===== src/rtl/irq_controller_if.sv =====
// Bus + interrupt handshake bundle between the CPU side and irq_controller.
interface irq_controller_if #(
    parameter int NSRC = 4,
    parameter int ID_W = 2
);
    logic [NSRC-1:0] src_irq;
    logic            kmode;
    logic            irq_req;
    logic [ID_W-1:0] irq_id;
    logic            irq_ack;
    logic            eret;
    logic [31:0]     addr;
    logic            rd;
    logic            wr;
    logic [31:0]     wdata;
    logic [31:0]     rdata;

    // CPU / system side
    modport master (
        output src_irq, kmode, irq_ack, eret, addr, rd, wr, wdata,
        input  irq_req, irq_id, rdata
    );

    // Controller side
    modport slave (
        input  src_irq, kmode, irq_ack, eret, addr, rd, wr, wdata,
        output irq_req, irq_id, rdata
    );
endinterface


===== src/rtl/irq_controller.sv =====
// Edge-triggered interrupt controller: pending/mask/ctrl registers on the data
// bus, fixed-priority selection, and an IDLE/REQ/SERV request FSM.
module irq_controller #(
    parameter int          NSRC      = 4,
    parameter int          ID_W      = 2,
    parameter logic [31:0] BASE_ADDR = 32'h40000020
) (
    input logic              clk,
    input logic              reset,
    irq_controller_if.slave  bus
);
    localparam logic [1:0] S_IDLE = 2'd0;
    localparam logic [1:0] S_REQ  = 2'd1;
    localparam logic [1:0] S_SERV = 2'd2;

    logic [NSRC-1:0] src_q, pend_q, pend_d, mask_q, mask_d;
    logic            gie_q, gie_d;
    logic [1:0]      state_q, state_d;
    logic [ID_W-1:0] id_q, id_d, cand;
    logic [NSRC-1:0] rise, elig, w1c, ack_clr;
    logic            sel, we_pend, we_mask, we_ctrl;
    logic [31:0]     reg_rd;
    logic            unused_bits;

    // Word-aligned access inside the 4-word block; low address bits select the register.
    assign sel     = (bus.addr[31:4] == BASE_ADDR[31:4]) && (bus.addr[1:0] == 2'b00);
    assign we_pend = bus.wr && sel && (bus.addr[3:2] == 2'd0);
    assign we_mask = bus.wr && sel && (bus.addr[3:2] == 2'd1);
    assign we_ctrl = bus.wr && sel && (bus.addr[3:2] == 2'd3);

    assign rise        = bus.src_irq & ~src_q;
    assign elig        = pend_q & mask_q;
    assign w1c         = we_pend ? bus.wdata[NSRC-1:0] : '0;
    assign unused_bits = ^bus.wdata;

    // Fixed priority: lowest eligible index wins.
    always_comb begin
        cand = '0;
        for (int i = NSRC - 1; i >= 0; i--)
            if (elig[i]) cand = ID_W'(i);
    end

    // Request FSM; ack takes precedence over every withdraw reason.
    always_comb begin
        state_d = state_q;
        id_d    = id_q;
        ack_clr = '0;
        case (state_q)
            S_IDLE: if (gie_q && !bus.kmode && |elig) begin
                state_d = S_REQ;
                id_d    = cand;
            end
            S_REQ: if (bus.irq_ack) begin
                state_d = S_SERV;
                ack_clr = NSRC'(1) << id_q;
            end else if (bus.kmode || !gie_q || !elig[id_q]) begin
                state_d = S_IDLE;
            end
            S_SERV: if (bus.eret) state_d = S_IDLE;
            default: state_d = S_IDLE;
        endcase
    end

    // Register next-state: a new edge beats any clear in the same cycle.
    always_comb begin
        pend_d = (pend_q & ~w1c & ~ack_clr) | rise;
        mask_d = we_mask ? bus.wdata[NSRC-1:0] : mask_q;
        gie_d  = we_ctrl ? bus.wdata[0] : gie_q;
    end

    // State and register storage.
    always_ff @(posedge clk or negedge reset) begin
        if (!reset) begin
            src_q   <= '0;
            pend_q  <= '0;
            mask_q  <= '0;
            gie_q   <= 1'b0;
            state_q <= S_IDLE;
            id_q    <= '0;
        end else begin
            src_q   <= bus.src_irq;
            pend_q  <= pend_d;
            mask_q  <= mask_d;
            gie_q   <= gie_d;
            state_q <= state_d;
            id_q    <= id_d;
        end
    end

    // Combinational read mux; anything not addressed reads zero.
    always_comb begin
        reg_rd = '0;
        case (bus.addr[3:2])
            2'd0: reg_rd[NSRC-1:0] = pend_q;
            2'd1: reg_rd[NSRC-1:0] = mask_q;
            2'd2: begin
                reg_rd[31]       = (state_q == S_SERV);
                reg_rd[ID_W-1:0] = id_q;
            end
            default: reg_rd[0] = gie_q;
        endcase
    end

    assign bus.rdata   = (bus.rd && sel) ? reg_rd : 32'h0;
    assign bus.irq_req = (state_q == S_REQ);
    assign bus.irq_id  = id_q;
endmodule


===== src/flat_wrapper.sv =====
// flat-port wrapper written by rule: the top's interface ports become plain ports
module irq_controller_flat 
#(
    parameter int          NSRC      = 4,
    parameter int          ID_W      = 2,
    parameter logic [31:0] BASE_ADDR = 32'h40000020
)
  (clk, reset, bus_src_irq, bus_kmode, bus_irq_ack, bus_eret, bus_addr, bus_rd, bus_wr, bus_wdata, bus_irq_req, bus_irq_id, bus_rdata);
  irq_controller_if #(.NSRC(NSRC), .ID_W(ID_W)) bus_i ();
  input logic clk;
  input logic reset;
  input wire logic [$bits(bus_i.src_irq)-1:0] bus_src_irq;
  input wire logic [$bits(bus_i.kmode)-1:0] bus_kmode;
  input wire logic [$bits(bus_i.irq_ack)-1:0] bus_irq_ack;
  input wire logic [$bits(bus_i.eret)-1:0] bus_eret;
  input wire logic [$bits(bus_i.addr)-1:0] bus_addr;
  input wire logic [$bits(bus_i.rd)-1:0] bus_rd;
  input wire logic [$bits(bus_i.wr)-1:0] bus_wr;
  input wire logic [$bits(bus_i.wdata)-1:0] bus_wdata;
  output wire logic [$bits(bus_i.irq_req)-1:0] bus_irq_req;
  output wire logic [$bits(bus_i.irq_id)-1:0] bus_irq_id;
  output wire logic [$bits(bus_i.rdata)-1:0] bus_rdata;
  assign bus_i.src_irq = bus_src_irq;
  assign bus_i.kmode = bus_kmode;
  assign bus_i.irq_ack = bus_irq_ack;
  assign bus_i.eret = bus_eret;
  assign bus_i.addr = bus_addr;
  assign bus_i.rd = bus_rd;
  assign bus_i.wr = bus_wr;
  assign bus_i.wdata = bus_wdata;
  assign bus_irq_req = bus_i.irq_req;
  assign bus_irq_id = bus_i.irq_id;
  assign bus_rdata = bus_i.rdata;
  irq_controller #(.NSRC(NSRC), .ID_W(ID_W), .BASE_ADDR(BASE_ADDR)) u_core (.clk(clk), .reset(reset), .bus(bus_i));
endmodule

===== config.mk =====
export PLATFORM = sky130hd
export DESIGN_NAME = irq_controller_flat
export DESIGN_NICKNAME = d
export VERILOG_FILES = /design/src/rtl/irq_controller_if.sv /design/src/rtl/irq_controller.sv /design/src/flat_wrapper.sv
export SDC_FILE = /design/constraint.sdc
export NUM_CORES = 1
export LEC_CHECK = 0
export BUFFER_PORTS_ARGS = -buffer_cell sky130_fd_sc_hd__buf_2
export CELL_PAD_IN_SITES_DETAIL_PLACEMENT = 1
export CELL_PAD_IN_SITES_GLOBAL_PLACEMENT = 1
export CORE_MARGIN = 5
export CORE_UTILIZATION = 27
export DETAILED_ROUTE_END_ITERATION = 7
export GPL_TIMING_DRIVEN = 0
export HOLD_SLACK_MARGIN = 0.1
export PLACE_DENSITY = 0.83
export SYNTH_ARGS = -nofsm -noshare
export SYNTH_HDL_FRONTEND = slang
export SYNTH_SLANG_ARGS = --single-unit

===== constraint.sdc =====
create_clock -name clk -period 4 [get_ports clk]
set_input_delay 0.6 -clock clk [delete_from_list [all_inputs] [get_ports clk]]
set_output_delay 0.6 -clock clk [all_outputs]
set_load 0.01 [all_outputs]

Word-level counts from Yosys, hierarchy flattened
Cells that the tools add are included.

storage, ports and cells
  memories kept = 0
  RAM bits = 0
  ROM bits = 0
  bits in latches = 0
  logic and storage cells = 63
  register bits after elaboration = 17
  output and inout bits = 35

cells by class
  divide/modulo/power cells = 0
  reductions and logical operators = 19
  muxes and demuxes = 19
  multiply operators = 0
  shifts and indexed selects = 1
  add/subtract/negate cells = 0
  bitwise logic cells = 8
  equality and inequality tests = 9
  magnitude comparators = 1

operator list
  operator                                                    number
  two-way mux 32 bit                                          1
  == test 28 x 27 -> 1 bit, second input constant             1
  AND 4 bit                                                   4
  two-way mux 2 bit                                           8
  two-way mux 4 bit                                           3
  inverter 4 bit                                              3
  logical AND 1 bit                                           8
  == test 2 bit, second input constant                        3
  zero test 2 bit                                             3
  case mux 1 bit (3 select lines)                             2
  case mux 2 bit (3 select lines)                             1
  == test 2 x 1 -> 1 bit, second input constant               2
  bitwise OR 4 bit                                            1
  case mux 2 bit (2 select lines)                             1
  OR reduction 4 bit                                          1
  << shifter 1 x 2 -> 4 bit, first input constant             1
  zero test 1 bit                                             3
  less-than comparator 2 x 3 -> 1 bit, second input constant  1
  inequality test 3 x 2 -> 1 bit, second input constant       1
  AND reduction 3 bit                                         1
  binary-select mux 1 bit (select 2 bit)                      1
  logical OR 1 bit                                            2
  two-way mux 1 bit                                           2
  inequality test 2 x 1 -> 1 bit, second input constant       1
  2 further kinds                                             2

Longest topological paths before layout
Gate-level depths: netlist of run 1.

  depth in word-level cells = 9
  depth in mapped cells = 5
  mapped depth without buffers = 4

Least setup slack after synthesis of run 1
OpenSTA, ideal clock, no wires.

  path kind = in2out
  from = input port bus_addr[2]
  to = output port bus_rdata[0]
  arrival = 1.648 ns
  setup slack = 1.752 ns
  buffers on the path = 1
  required time = 3.400 ns
  stages = 3
  cells stage by stage = clkbuf_1 -> mux4_2 -> and3_1

between the ends
  word-level cells in the longest chain between the ends = 3
  elaborated cells between the ends (all ways) = 5
  classes of those cells = eq/ne: 2; mux: 2; reduce/logical: 1

RTL lines
  element                                      line                   text
  start: declaration                           flat_wrapper.sv:16     input wire logic [$bits(bus_i.addr)-1:0] bus_addr;
  == test 2 bit, or another cell as far along  irq_controller.sv:93   case (bus.addr[3:2])
  case mux 1 bit (3 select lines) (*)          irq_controller.sv:93
  two-way mux 32 bit (*)                       irq_controller.sv:104  assign bus.rdata = (bus.rd && sel) ? reg_rd : 32'h0;
  end: declaration                             flat_wrapper.sv:22     output wire logic [$bits(bus_i.rdata)-1:0] bus_rdata;

Mark *: on every way between the ends. The rest lies on a longest branch, timed or not.

Worst setup path after layout of run 1
  from = input port bus_addr[12]
  to = output port bus_rdata[2]

between the ends
  word-level cells in the longest chain between the ends = 4

RTL lines
  element                   line                   text
  == test 28 x 27 -> 1 bit  irq_controller.sv:26   assign sel = (bus.addr[31:4] == BASE_ADDR[31:4]) && (bus.addr[1:0] == 2'b00);
  logical AND 1 bit         irq_controller.sv:26
  logical AND 1 bit         irq_controller.sv:104
  two-way mux 32 bit        irq_controller.sv:104

No other way between the ends.

==> results of run 1 <==
-- cells by family after synthesis --
logic type	after synthesis	share of synthesized area, %
AO/OA/AOI/OAI	14	6.61
buffers and inverters	33	18.6
flip-flops	17	35.1
multiplexers	10	10.8
other	1	0.310
AND/OR/NAND/NOR	52	28.5
-- layer usage --
layer  vias to the layer above  global-route usage [%]  share of wire (%)
met5                         -                       0                  0
met4                         0                    3.61               0.17
met3                         2                    2.34                6.0
met2                        38                    23.5                 60
met1                       579                    12.3                 34
li1                        565                       -                  -
-- through the flow --
stage / utilization [%] / setup slack (ns) / instance area (um^2) / instances / power (mW)
floorplan: - / 1.75 / 1310 / 153 / 0.220
finish: 38.6 / 1.33 / 1680 / 261 / 0.379
detailed placement: 37.5 / 1.32 / 1630 / 257 / 0.249
global route: 38.6 / 1.17 / 1680 / 261 / 0.399
CTS: 38.6 / 1.31 / 1680 / 261 / 0.382
global placement: 37.5 / 1.33 / 1630 / 257 / 0.247
-- cell usage after synthesis (2+ instances only) --
library cell	n	share of area, %
sky130_fd_sc_hd__a21oi_1	4	1.7
sky130_fd_sc_hd__nor3b_1	2	1.2
sky130_fd_sc_hd__nand3_1	3	1.2
sky130_fd_sc_hd__nor2_1	2	0.62
sky130_fd_sc_hd__inv_1	4	1.2
sky130_fd_sc_hd__nand4_2	2	2.1
sky130_fd_sc_hd__nor4_2	2	2.1
sky130_fd_sc_hd__and3_1	3	1.5
sky130_fd_sc_hd__nand2_1	17	5.3
sky130_fd_sc_hd__o21ai_0	4	1.7
sky130_fd_sc_hd__nor4b_2	2	2.5
sky130_fd_sc_hd__and4bb_2	2	2.1
sky130_fd_sc_hd__mux2_2	5	4.6
sky130_fd_sc_hd__nor4_1	3	1.5
sky130_fd_sc_hd__dfrtp_1	17	35
sky130_fd_sc_hd__clkbuf_1	2	0.62
sky130_fd_sc_hd__nand2b_1	2	1.0
sky130_fd_sc_hd__mux2i_1	3	2.5
sky130_fd_sc_hd__mux4_2	2	3.7
sky130_fd_sc_hd__buf_4	27	17
sky130_fd_sc_hd__nor3_1	6	2.5
sky130_fd_sc_hd__o22ai_1	4	2.1
-- power by group through the flow --
stage / Sequential, mW / Clock [mW] / Combinational (mW)
2_1_floorplan: 0.178 / 0 / 0.0419
3_3_place_gp: 0.178 / 0 / 0.0697
3_5_place_dp: 0.178 / 0 / 0.0717
4_1_cts: 0.174 / 0.136 / 0.0722
5_1_grt: 0.174 / 0.143 / 0.0821
6_report: 0.174 / 0.131 / 0.0735
-- sequential cells by signal (all words and copies together) (netlist names) --
| signal | count |
|---|---|
| u_core.mask_q | 4 |
| u_core.pend_q | 4 |
| u_core.src_q | 4 |
| u_core.bus.irq_id | 2 |
| u_core.state_q | 2 |
| u_core.gie_q | 1 |
-- final timing paths --
check,cells past startpoint,to,from
setup reg to reg,3,u_core.state_q[0],u_core.bus.irq_id[0]
hold reg to reg,1,u_core.pend_q[1],u_core.src_q[1]
hold / removal,1,u_core.state_q[1],reset
min in group clk,1,u_core.pend_q[1],u_core.src_q[1]
max in group asynchronous,1,u_core.pend_q[3],reset
setup / recovery,6,bus_rdata[2],bus_addr[12]
-- worst max-delay path: stages --
cell and delay (ns):
sky130_fd_sc_hd__buf_2 0.10, sky130_fd_sc_hd__nor4_1 0.33, sky130_fd_sc_hd__nand4_2 0.30, sky130_fd_sc_hd__nor2_1 0.32, sky130_fd_sc_hd__and4bb_2 0.29, sky130_fd_sc_hd__buf_2 0.13
-- layout make-up --
class	count	area [um^2]	share of cell area, %
flip-flops and latches	17	425	25.3
plain buffers	29	210	12.5
well taps	52	65.1	3.87
repair buffers	52	260	15.5
multi-input cells	103	658	39.2
clock inverters	1	5.00	0.298
inverters	4	15.0	0.894
clock buffers	3	41.3	2.46
==> results_dict.tcl, run 1 <==
set metrics [dict create \
    status "completed" \
    drt-initial-drc-count 53 \
    critPathArrivalTime_ns 2.07 \
    synth_seq_area_share_pct 35.1 \
    slew_viols_final 0 \
    hp-class "input port to async pin" \
    power.share.combinational_pct 19.4 \
    worst_setup_sp_type "input port" \
    synth-edff-count 0 \
    floorplan.rows 24 \
    largest_net_degree_at_the_start_of_global_routing 18 \
    p_switching_mw 0.0971 \
    time_the_final_worst_path_needs_with_i_o_delays_and_setup_ns 2.67 \
    initial_utilization_pct 27.8 \
    post_cts.resized_instances 0 \
    clk_latency_worst_skew_pair_ns 0.26 \
    worst_ep_required_time_ns 3.40 \
    endpoint_kind_of_the_worst_setup_timing_path "primary output" \
    grt.overflow.total 0 \
    die_height_um 77.0 \
    setup.worst_path.class "input port to primary output" \
    detail_route.wl_per_cell_um 13.7 \
    via_count 1184 \
    synthesized_instance_count 127 \
    track_usage_pct 11.9 \
    portBuffers 52 \
    number_of_antenna_violations_at_the_first_check_in_global_routing 0 \
    drive_gt1_share_pct 47.4 \
    final_nets 285 \
    place.detailed.hpwl_mm 3.01 \
    ant_nets 0 \
    cts.sink_count 17 \
    internal_power_mw 0.281 \
    fin_worst_skew_ns 0.00541 \
    report.final.setup_viol 0 \
    width_of_the_die_um 77.0 \
    cts-buffers-inserted 3 \
    fillers 537 \
    design.die.area_mm2 0.00593 \
    final_common_cell "sky130_fd_sc_hd__buf_2" \
    areaGrowthSynthToFinish_pct 38.7 \
    synth_cell_type_count 31 \
    timing.fmax_mhz 374 \
    p_leak_nw 0.931 \
    worst_ir_drop_vdd_v 0.0000834 \
    power_switching_share_pct 25.7 \
    regToRegSetupSlack_ns 2.51 \
    layout.cells.most_common_list "sky130_fd_sc_hd__buf_2 (52), sky130_fd_sc_hd__buf_4 (27), sky130_fd_sc_hd__conb_1 (27)" \
    syn_avg_cell_area_um2 9.54 \
    synthesis.yosys.warnings 0 \
    power.clock.fraction_pct 34.5 \
    hold_buf_cts 0 \
    p_per_area_mw_per_mm2 225 \
    setup_repair_after_global_routing_missed_its_margin "no" \
    root_buffer "sky130_fd_sc_hd__clkbuf_8" \
    gp_routability_congestion 0.753 \
    cts_tree "done" \
    io_pins 110 \
    cts_max_level 1 \
    async_reset_ff_share_pct 100 \
    diodes 0 \
    cts-root-to-sink-buffers 2 \
    path_clk_slew_ns 0.07 \
    finalHoldViolations 0 \
    fp.coreArea_mm2 0.00435 \
    tightest_hold_margin_ns 0.257 \
    seq_power_share_pct 46.1 \
    synth_flop_cell "sky130_fd_sc_hd__dfrtp_1" \
    drt_wl_total_mm 3.57 \
    drt-pass1-iter-count 4 \
    post-cts-setup-buffer-count 0 \
    finalSetupTns_ns 0 \
    timing.max_slew.rel_slack_pct 60.9 \
    min_period_over_period_pct 66.8 \
    grt_first_pass_wirelength_mm 5.87 \
    drt_drc_violations_left 0 \
    maxCapViolCount 0 \
    synth-seq-cells 17 \
    worst_slew_pin_slew_ns 0.585 \
    syn_area_mm2 0.00121 \
    first_global_vias 1271 \
    worst-path-max-fanout 7 \
    avgViaCountPerCell 4.54 \
]
(Power assumes the default switching activity.)
==> run 2, diff against run 1 <==
--- a/config.mk
+++ b/config.mk
@@ -9,11 +9,11 @@
 export CELL_PAD_IN_SITES_DETAIL_PLACEMENT = 1
 export CELL_PAD_IN_SITES_GLOBAL_PLACEMENT = 1
 export CORE_MARGIN = 5
-export CORE_UTILIZATION = 27
+export CORE_UTILIZATION = 25
 export DETAILED_ROUTE_END_ITERATION = 7
 export GPL_TIMING_DRIVEN = 0
 export HOLD_SLACK_MARGIN = 0.1
-export PLACE_DENSITY = 0.83
+export PLACE_DENSITY = 0.77
 export SYNTH_ARGS = -nofsm -noshare
 export SYNTH_HDL_FRONTEND = slang
 export SYNTH_SLANG_ARGS = --single-unit
==> constraint.sdc (replaced) <==
create_clock -name clk -period 2.6 [get_ports clk]
set_input_delay 0.39 -clock clk [delete_from_list [all_inputs] [get_ports clk]]
set_output_delay 0.39 -clock clk [all_outputs]
set_load 0.01 [all_outputs]
==> results_dict.tcl, run 2 (same netlist as run 1, synthesis figures left out) <==
set metrics [dict create \
    status "completed" \
    largest_net_degree_at_the_start_of_global_routing 18 \
    crit_slowest_cell "sky130_fd_sc_hd__nor4_1" \
    initial_utilization_pct 25.6 \
    place.detailed.hpwl_mm 2.91 \
    min_period_over_period_pct 87.5 \
    timing.max_slew.rel_slack_pct 61.0 \
    gp_routability_congestion 0.807 \
    die_height_um 79.6 \
    critPathArrivalTime_ns 1.88 \
    hp-class "input port to flip-flop" \
    setup.worst_path.class "input port to primary output" \
    drt_drc_violations_left 0 \
    worst_setup_sp_type "input port" \
    tot_pwr_mw 0.590 \
    first_global_vias 1179 \
    avgViaCountPerCell 4.17 \
    largest_registers "u_core.mask_q (4), u_core.pend_q (4), u_core.src_q (4)" \
    detail_route.wl_per_cell_um 12.3 \
    tightest_hold_margin_ns 0.239 \
    finalSetupTns_ns 0 \
    cts_tree "done" \
    detailroute.wirelength.met3_um 275 \
    fillers 595 \
    via_count 1154 \
    path_clk_slew_ns 0.08 \
    width_of_the_die_um 79.6 \
    met2_wirelength_mm 1.84 \
    clk_latency_worst_skew_pair_ns 0.26 \
    setup_repair_after_global_routing_missed_its_margin "no" \
    drive_gt1_share_pct 47.1 \
    place_inst 272 \
    design.die.area_mm2 0.00634 \
    number_of_antenna_violations_at_the_first_check_in_global_routing 0 \
    endpoint_kind_of_the_worst_setup_timing_path "primary output" \
    maxCapViolCount 0 \
    path_delay_family "simple AND/OR/NAND/NOR gates" \
    layout.cells.most_common_list "sky130_fd_sc_hd__buf_2 (52), sky130_fd_sc_hd__buf_4 (27), sky130_fd_sc_hd__conb_1 (27)" \
    cts-root-to-sink-buffers 2 \
    report.final.setup_viol 0 \
    time_the_final_worst_path_needs_with_i_o_delays_and_setup_ns 2.27 \
    fp.coreArea_mm2 0.00472 \
    cell_breakdown_of_the_critical_path "buf_2 -> nor4_1 -> nand4_2 -> nor2_1 -> and4bb_2 -> buf_2" \
    top_signal_layer_used "met4" \
    path_common_cell "sky130_fd_sc_hd__buf_2" \
    diodes 0 \
    layout.area.seq_um2 425 \
    fin_worst_skew_ns 0.0100 \
    root_buffer "sky130_fd_sc_hd__clkbuf_8" \
    regToRegSetupSlack_ns 1.11 \
    grt_first_pass_wirelength_mm 5.57 \
    finalHoldViolations 0 \
    p_per_area_mw_per_mm2 345 \
    cts_max_level 1 \
    areaGrowthSynthToFinish_pct 41.3 \
    post_cts.resized_instances 0 \
    max_stage_delay_ns 0.34 \
    final_cells 277 \
    slew_viols_final 0 \
    multiInputGateArea_um2 658 \
    p_leak_nw 0.931 \
    io_pins 110 \
    worst_slew_pin_slew_ns 0.583 \
    worst_ir_drop_vdd_v 0.000143 \
    floorplan.rows 25 \
    final_nets 286 \
    timing.fmax_mhz 440 \
    drt-initial-drc-count 40 \
    worst-path-buf-inv 2 \
    track_usage_pct 11.4 \
    final_common_cell "sky130_fd_sc_hd__buf_2" \
    worst_ep_required_time_ns 2.21 \
    grt.overflow.total 0 \
    cts.sink_count 17 \
    portBuffers 52 \
    worst-path-max-fanout 7 \
    drt_wl_total_mm 3.40 \
    routedLengthMet1_mm 1.26 \
    ant_nets 0 \
    cts-buffers-inserted 3 \
    drt-pass1-iter-count 2 \
]
==> run 2: changes by cell type in the layout (fill, tap and decap cells not counted), sizes merged <==
cell	change
clkinv	-1
clkinvlp	+1
dlygate4sd3	+1
==> run 2: path summary, 6_finish.rpt <==
path,start,to,depth (start not counted)
max,bus_addr[12],bus_rdata[3],6
min,bus_src_irq[2],u_core.src_q[2],1
max reg2reg,u_core.bus.irq_id[0],u_core.state_q[0],3
min reg2reg,u_core.src_q[1],u_core.pend_q[1],1
max in group asynchronous,reset,u_core.bus.irq_id[1],2
min in group asynchronous,reset,u_core.mask_q[0],2
==> run 2: where the power goes <==
part	internal, mW	switching (mW)	leakage (nW)
logic	0.0599	0.0533	0.702
clock network	0.108	0.100	0.0217
registers	0.267	0.000972	0.207
==> run 2: what timing repair did <==
item	CTS	global route
hold endpoints to repair	17	0
setup buffers	0	0
endpoints found under the setup margin	0	0
hold buffers	1	0
==> run 2: metal layers <==
layer / vias to the layer above / global-route usage, %
li1: 564 / -
met3: 4 / 4.40
met2: 31 / 20.5
met1: 555 / 12.4
met5: - / 0
met4: 0 / 2.58
==> run 2: metrics by stage <==
step	utilization, %	worst slack, ns	cell area, um^2
global placement	35.0	0.314	1650
floorplan	-	0.772	1310
detailed placement	35.0	0.317	1650
CTS	36.2	0.273	1710
global route	36.2	0.185	1710
finish	36.2	0.326	1710
==> run 2: area by class of cell <==
| class | count | area share (%) |
|---|---|---|
| Tap cell | 67 | 4.90 |
| Buffer | 29 | 12.3 |
| Clock inverter | 1 | 0.439 |
| Clock buffer | 3 | 2.41 |
| Multi-Input combinational cell | 103 | 38.5 |
| Timing Repair Buffer | 53 | 15.8 |
| Inverter | 4 | 0.877 |
| Sequential cell | 17 | 24.9 |
